--- config.mk ---
export PLATFORM = sky130hd
export DESIGN_NAME = slow_tick_timer
export DESIGN_NICKNAME = d
export VERILOG_FILES = /design/src/rtl/slow_tick_timer.sv
export SDC_FILE = /design/constraint.sdc
export NUM_CORES = 1
export LEC_CHECK = 0
export ABC_CLOCK_PERIOD_IN_PS = 1900
export CORE_MARGIN = 2
export CORE_UTILIZATION = 47
export DETAILED_ROUTE_END_ITERATION = 7
export GPL_ROUTABILITY_DRIVEN = 1
export PLACE_DENSITY = 0.75
export SYNTH_ARGS = -nofsm -noshare
export SYNTH_HDL_FRONTEND = slang
export SYNTH_SLANG_ARGS = --single-unit
--- constraint.sdc ---
create_clock -name clk_i -period 1.9 [get_ports clk_i]
set_input_delay 0.475 -clock clk_i [delete_from_list [all_inputs] [get_ports clk_i]]
set_output_delay 0.475 -clock clk_i [all_outputs]
set_load 0.01 [all_outputs]
--- src/rtl/slow_tick_timer.sv ---
// slow_tick_timer
// Synchronizes a divided clock into clk_i, turns each of its rising edges into
// a one-cycle tick, and counts those ticks in a one-shot or periodic
// down-counter that pulses expire_o on the final tick of a count.
//
// state   | meaning
// --------+---------------------------------------------------------------
// ST_IDLE | counter stopped, count_o = 0, waiting for start_i
// ST_RUN  | counting ticks down from the captured load value, busy_o = 1
module slow_tick_timer #(
    parameter int WIDTH       = 16,
    parameter int SYNC_STAGES = 2
) (
    input  logic             clk_i,
    input  logic             rst_i,
    input  logic             div_clk_i,
    input  logic             start_i,
    input  logic             stop_i,
    input  logic             periodic_i,
    input  logic [WIDTH-1:0] load_val_i,
    output logic             tick_o,
    output logic             expire_o,
    output logic             busy_o,
    output logic [WIDTH-1:0] count_o
);

    typedef enum logic {
        ST_IDLE = 1'b0,
        ST_RUN  = 1'b1
    } state_t;

    logic [SYNC_STAGES-1:0] r_sync;
    logic [SYNC_STAGES-1:0] r_vld;
    logic                   r_prev;
    logic                   r_tick;
    logic                   w_edge;

    state_t                 r_state;
    state_t                 w_state_nxt;
    logic [WIDTH-1:0]       r_count;
    logic [WIDTH-1:0]       w_count_nxt;
    logic [WIDTH-1:0]       r_reload;
    logic [WIDTH-1:0]       w_reload_nxt;
    logic                   r_mode;
    logic                   w_mode_nxt;
    logic                   r_expire;
    logic                   w_expire_nxt;
    logic [WIDTH-1:0]       w_load;

    // The last sync stage still holds its reset zero for the first few cycles
    // after reset. Until a real sample has reached it (r_vld), the previous-
    // value flop is held at 1 so a divided clock that is already high at
    // reset release is not mistaken for a fresh rising edge.
    assign w_edge = r_sync[SYNC_STAGES-1] & ~r_prev;

    // Zero would leave RUN with nothing to count; treat it as one tick.
    assign w_load = (load_val_i == '0) ? WIDTH'(1) : load_val_i;

    // Synchronizer chain, edge detector and registered tick.
    always_ff @(posedge clk_i or posedge rst_i) begin
        if (rst_i) begin
            r_sync <= '0;
            r_vld  <= '0;
            r_prev <= 1'b1;
            r_tick <= 1'b0;
        end else begin
            r_sync <= {r_sync[SYNC_STAGES-2:0], div_clk_i};
            r_vld  <= {r_vld[SYNC_STAGES-2:0], 1'b1};
            r_prev <= r_vld[SYNC_STAGES-1] ? r_sync[SYNC_STAGES-1] : 1'b1;
            r_tick <= w_edge;
        end
    end

    // FSM state, counter and holding registers.
    always_ff @(posedge clk_i or posedge rst_i) begin
        if (rst_i) begin
            r_state  <= ST_IDLE;
            r_count  <= '0;
            r_reload <= '0;
            r_mode   <= 1'b0;
            r_expire <= 1'b0;
        end else begin
            r_state  <= w_state_nxt;
            r_count  <= w_count_nxt;
            r_reload <= w_reload_nxt;
            r_mode   <= w_mode_nxt;
            r_expire <= w_expire_nxt;
        end
    end

    // Next-state logic; priority is stop, then start, then tick.
    always_comb begin
        w_state_nxt  = r_state;
        w_count_nxt  = r_count;
        w_reload_nxt = r_reload;
        w_mode_nxt   = r_mode;
        w_expire_nxt = 1'b0;
        case (r_state)
            ST_IDLE: begin
                if (start_i && !stop_i) begin
                    w_state_nxt  = ST_RUN;
                    w_count_nxt  = w_load;
                    w_reload_nxt = w_load;
                    w_mode_nxt   = periodic_i;
                end
            end
            ST_RUN: begin
                if (stop_i) begin
                    w_state_nxt = ST_IDLE;
                    w_count_nxt = '0;
                end else if (start_i) begin
                    w_count_nxt  = w_load;
                    w_reload_nxt = w_load;
                    w_mode_nxt   = periodic_i;
                end else if (w_edge) begin
                    if (r_count == WIDTH'(1)) begin
                        w_expire_nxt = 1'b1;
                        if (r_mode) begin
                            w_count_nxt = r_reload;
                        end else begin
                            w_state_nxt = ST_IDLE;
                            w_count_nxt = '0;
                        end
                    end else begin
                        w_count_nxt = r_count - WIDTH'(1);
                    end
                end
            end
            default: begin
                w_state_nxt = ST_IDLE;
                w_count_nxt = '0;
            end
        endcase
    end

    assign tick_o   = r_tick;
    assign expire_o = r_expire;
    assign busy_o   = (r_state == ST_RUN);
    assign count_o  = r_count;

endmodule

==> results.sh <==
export IMPL_status="finished, violations left"
export IMPL_violations="setup timing"
export IMPL_ant_nets=0
export IMPL_syn2layout_area_growth_pct=51.76
export IMPL_start_kind="register"
export IMPL_clk_pin_slew_worst_paths_ns=0.08
export IMPL_cp_max_fo=6
export IMPL_fp_row_count=25
export IMPL_hold_slack_ns=0.3528
export IMPL_synth_warnings=0
export IMPL_fin_skew_ns=0.007128
export IMPL_hold_depth=0
export IMPL_die_area_um2=5488
export IMPL_setup_slack_ns=-0.06917
export IMPL_final_layout_size_suffix_gt1_frac=0.2926
export IMPL_vias=2529
export IMPL_clk_latency_ns=0.30
export IMPL_dpl_hpwl_mm=5.095
export IMPL_rrSetupSlack_ns=-0.07
export IMPL_synth_area_top_cells="dfrtp_1, nand2_1, a21oi_1"
export IMPL_ys_seq_area_frac=0.4450
export IMPL_rr_startpoint="count_o[3]$_DFFE_PP0P_"
export IMPL_grt_usage=0.2707
export IMPL_min_path_type="reg -> reg"
export IMPL_start_util=0.4887
export IMPL_finalSetupViolCount=9
export IMPL_p_leak_nw=1.630
export IMPL_switchingPower_w=0.0008531
export IMPL_cts_sinks=41
export IMPL_syn_num_nets=285
export IMPL_die_y_um=74.08
export IMPL_postSynth_asyncResetShare=1.000
export IMPL_power_internal_w=0.001842
export IMPL_reg2reg_to="busy_o$_DFF_PP0_"
export IMPL_slew_viol_final=0
export IMPL_cts_buffers=5
export IMPL_syn_area_per_cell_um2=8.845
export IMPL_fin_area_um2=3503
export IMPL_clockBufferDepth=2
export IMPL_hold_path_startpoint="r_sync[0]$_DFF_PP0_"
export IMPL_r2r_cells=8
export IMPL_worstPathRequired_ns=2.09
export IMPL_ys_flop_type="dfrtp_1"
export IMPL_crit_type="reg -> reg"
export IMPL_portBuffers=40
export IMPL_drtIter0Drc=285
export IMPL_antenna_cells=0
export IMPL_end_kind="register"
export IMPL_yosysMostFrequentCell="nand2_1"
export IMPL_synth_top_area_frac=0.4336
export IMPL_place_congestion=0.9172
export IMPL_route_detailed_drc=0
export IMPL_synth_area_um2=2308
export IMPL_switching_share=0.3166
export IMPL_holdBufCountCts=0
export IMPL_pwr_share_comb=0.332
export IMPL_fmax_mhz=507.8
export IMPL_period_minus_slack_ns=1.969
export IMPL_antenna_found_initial=0
export IMPL_ys_seq_elements=41
export IMPL_synthCells=261
export IMPL_yosys_top_cells_count="nand2_1, dfrtp_1, a21oi_1, nor2_1, o21ai_0"
export IMPL_grt_max_degree=24
export IMPL_core_um2=4723
export IMPL_synth_largest_area_cell="dfrtp_1"
export IMPL_hold_end="r_sync[1]$_DFF_PP0_"
export IMPL_root_buffer="clkbuf_8"
export IMPL_vdd_drop_max_mv=0.4872
export IMPL_synth_edf_count=0
export IMPL_rsz0062_at_grt="yes"
export IMPL_grt_pass1_vias=2339
export IMPL_routedWlPerCell_um=18.21
export IMPL_yosysUniqueCellTypes=53
export IMPL_clockPowerShare=0.277
export IMPL_arrival_ns=2.16
export IMPL_grt_overflow=0
export IMPL_setup_tns_ns=-0.2273
export IMPL_maxCapViolations=0
export IMPL_fin_nets=375
export IMPL_htreeDepth=2
export IMPL_period_share=1.036
export IMPL_grt_pass1_wl_mm=11.25
export IMPL_place_area_um2=3108
export IMPL_die_w_um=74.08
export IMPL_p_seq_frac=0.391
export IMPL_power_density_nw_per_um2=769.2
export IMPL_cts_tree="built"
export IMPL_hold_viol=0
export IMPL_ios=41
export IMPL_routed_wl_mm=7.630
export IMPL_viasPerCell=6.036
export IMPL_drt_pre_antenna_iters=7
==> registers in the layout (all words and copies together), names as in the netlist <==
signal / count
tick_o: 1
r_vld: 2
r_mode: 1
r_prev: 1
r_sync: 2
expire_o: 1
r_reload: 16
busy_o: 1
count_o: 16
==> cell families after synthesis <==
family                     synth area share
AOI/OAI and AO/OA                    0.2076
xor gates and xnor gates            0.02656
adders and majority gates           0.01084
buffers and inverters               0.04498
DFF                                  0.4450
muxes                              0.004336
other                              0.001624
and+or+nand+nor                      0.2591
==> power groups by stage <==
stage	logic (W)	registers, W	clock network [W]
floorplan	0.000379	0.00108	0
global placement	0.000771	0.00106	0
detailed placement	0.000789	0.00106	0
CTS	0.000801	0.00104	0.000754
global route	0.000958	0.00106	0.000797
finish	0.000894	0.00105	0.000747
==> worst max-delay path, cell delays in order, from the launching register on <==
cell and delay [ns]:
dfrtp_1 0.41, buf_6 0.13, nor4_4 0.36, buf_6 0.18, and4_4 0.31, clkbuf_16 0.18
nand3b_1 0.09, a21oi_1 0.14, nor2_1 0.07
==> worst max path at each step <==
stage	startpoint	endpoint	slack, ns	cells past startpoint
final	count_o[3]$_DFFE_PP0P_	busy_o$_DFF_PP0_	-0.07	8
after global routing	count_o[3]$_DFFE_PP0P_	busy_o$_DFF_PP0_	-0.11	8
after CTS	count_o[4]$_DFFE_PP0P_	count_o[4]	0.001	2
after detailed placement	stop_i	count_o[11]$_DFFE_PP0P_	-0.37	6
after global placement	stop_i	count_o[11]$_DFFE_PP0P_	-0.29	6
after floorplan	count_o[6]$_DFFE_PP0P_	count_o[13]$_DFFE_PP0P_	0.04	6
==> timing repair <==
action	in CTS	in global routing
resized for setup	4	43
pin swaps	1	22
setup endpoints to repair	4	25
cloned	0	2
endpoints found under the hold margin	0	0
setup buffers	1	7
==> cell type report <==
type | instances | area [um2]
multi-input combinational | 198 | 1297
timing repair buffer | 102 | 960.9
clock buffer | 6 | 82.58
tap | 67 | 83.83
inverter | 3 | 11.26
clock inverter | 2 | 37.54
sequential | 41 | 1030
fill | 317 | 1220
==> per-stage QoR <==
stage / total power, W / setup WS (ns) / cells / utilization
global route: 0.002819 / -0.1092 / 419 / 0.7417
CTS: 0.002598 / 0.001262 / 410 / 0.6874
floorplan: 0.001463 / 0.03612 / 261 / -
detailed placement: 0.001851 / -0.3690 / 401 / 0.6580
finish: 0.002695 / -0.06917 / 419 / 0.7417
global placement: 0.001827 / -0.2886 / 401 / 0.6580
==> metal layers <==
metal | vias up | wire (um) | part of all wire | global-route usage
met5 | - | 0 | 0 | 0
met4 | 0 | 227 | 0.030 | 0.1172
met3 | 37 | 677 | 0.089 | 0.04607
met2 | 176 | 3662 | 0.48 | 0.4286
met1 | 1206 | 3063 | 0.40 | 0.3668
li1 | 1110 | - | - | -
==> cells in the final DEF, fill, tap and decap left out, types with 3 or more instances in the layout <==
cell type        synthesis  layout
a21o_1                   3       3
a21oi_1                 23      21
a22oi_1                  4       4
a31oi_1                  6       6
buf_4                    2      53
buf_6                    1       6
clkbuf_8                 0       6
clkdlybuf4s50_1          0      30
dfrtp_1                 40      38
dlymetal6s2s_1           0      10
nand2_1                 56      56
nand3_1                  7       6
nand3b_1                 3       3
nand4_1                  3       3
nor2_1                  17      14
nor2b_1                  5       4
nor3_1                   5       4
nor4_1                   3       3
nor4_4                   3       3
o21ai_0                 12       8
o21ai_1                  0       4
o31ai_1                  3       3
xnor2_1                  3       3
xor2_1                   4       3
No activity file was read; power rests on OpenSTA's default activity.
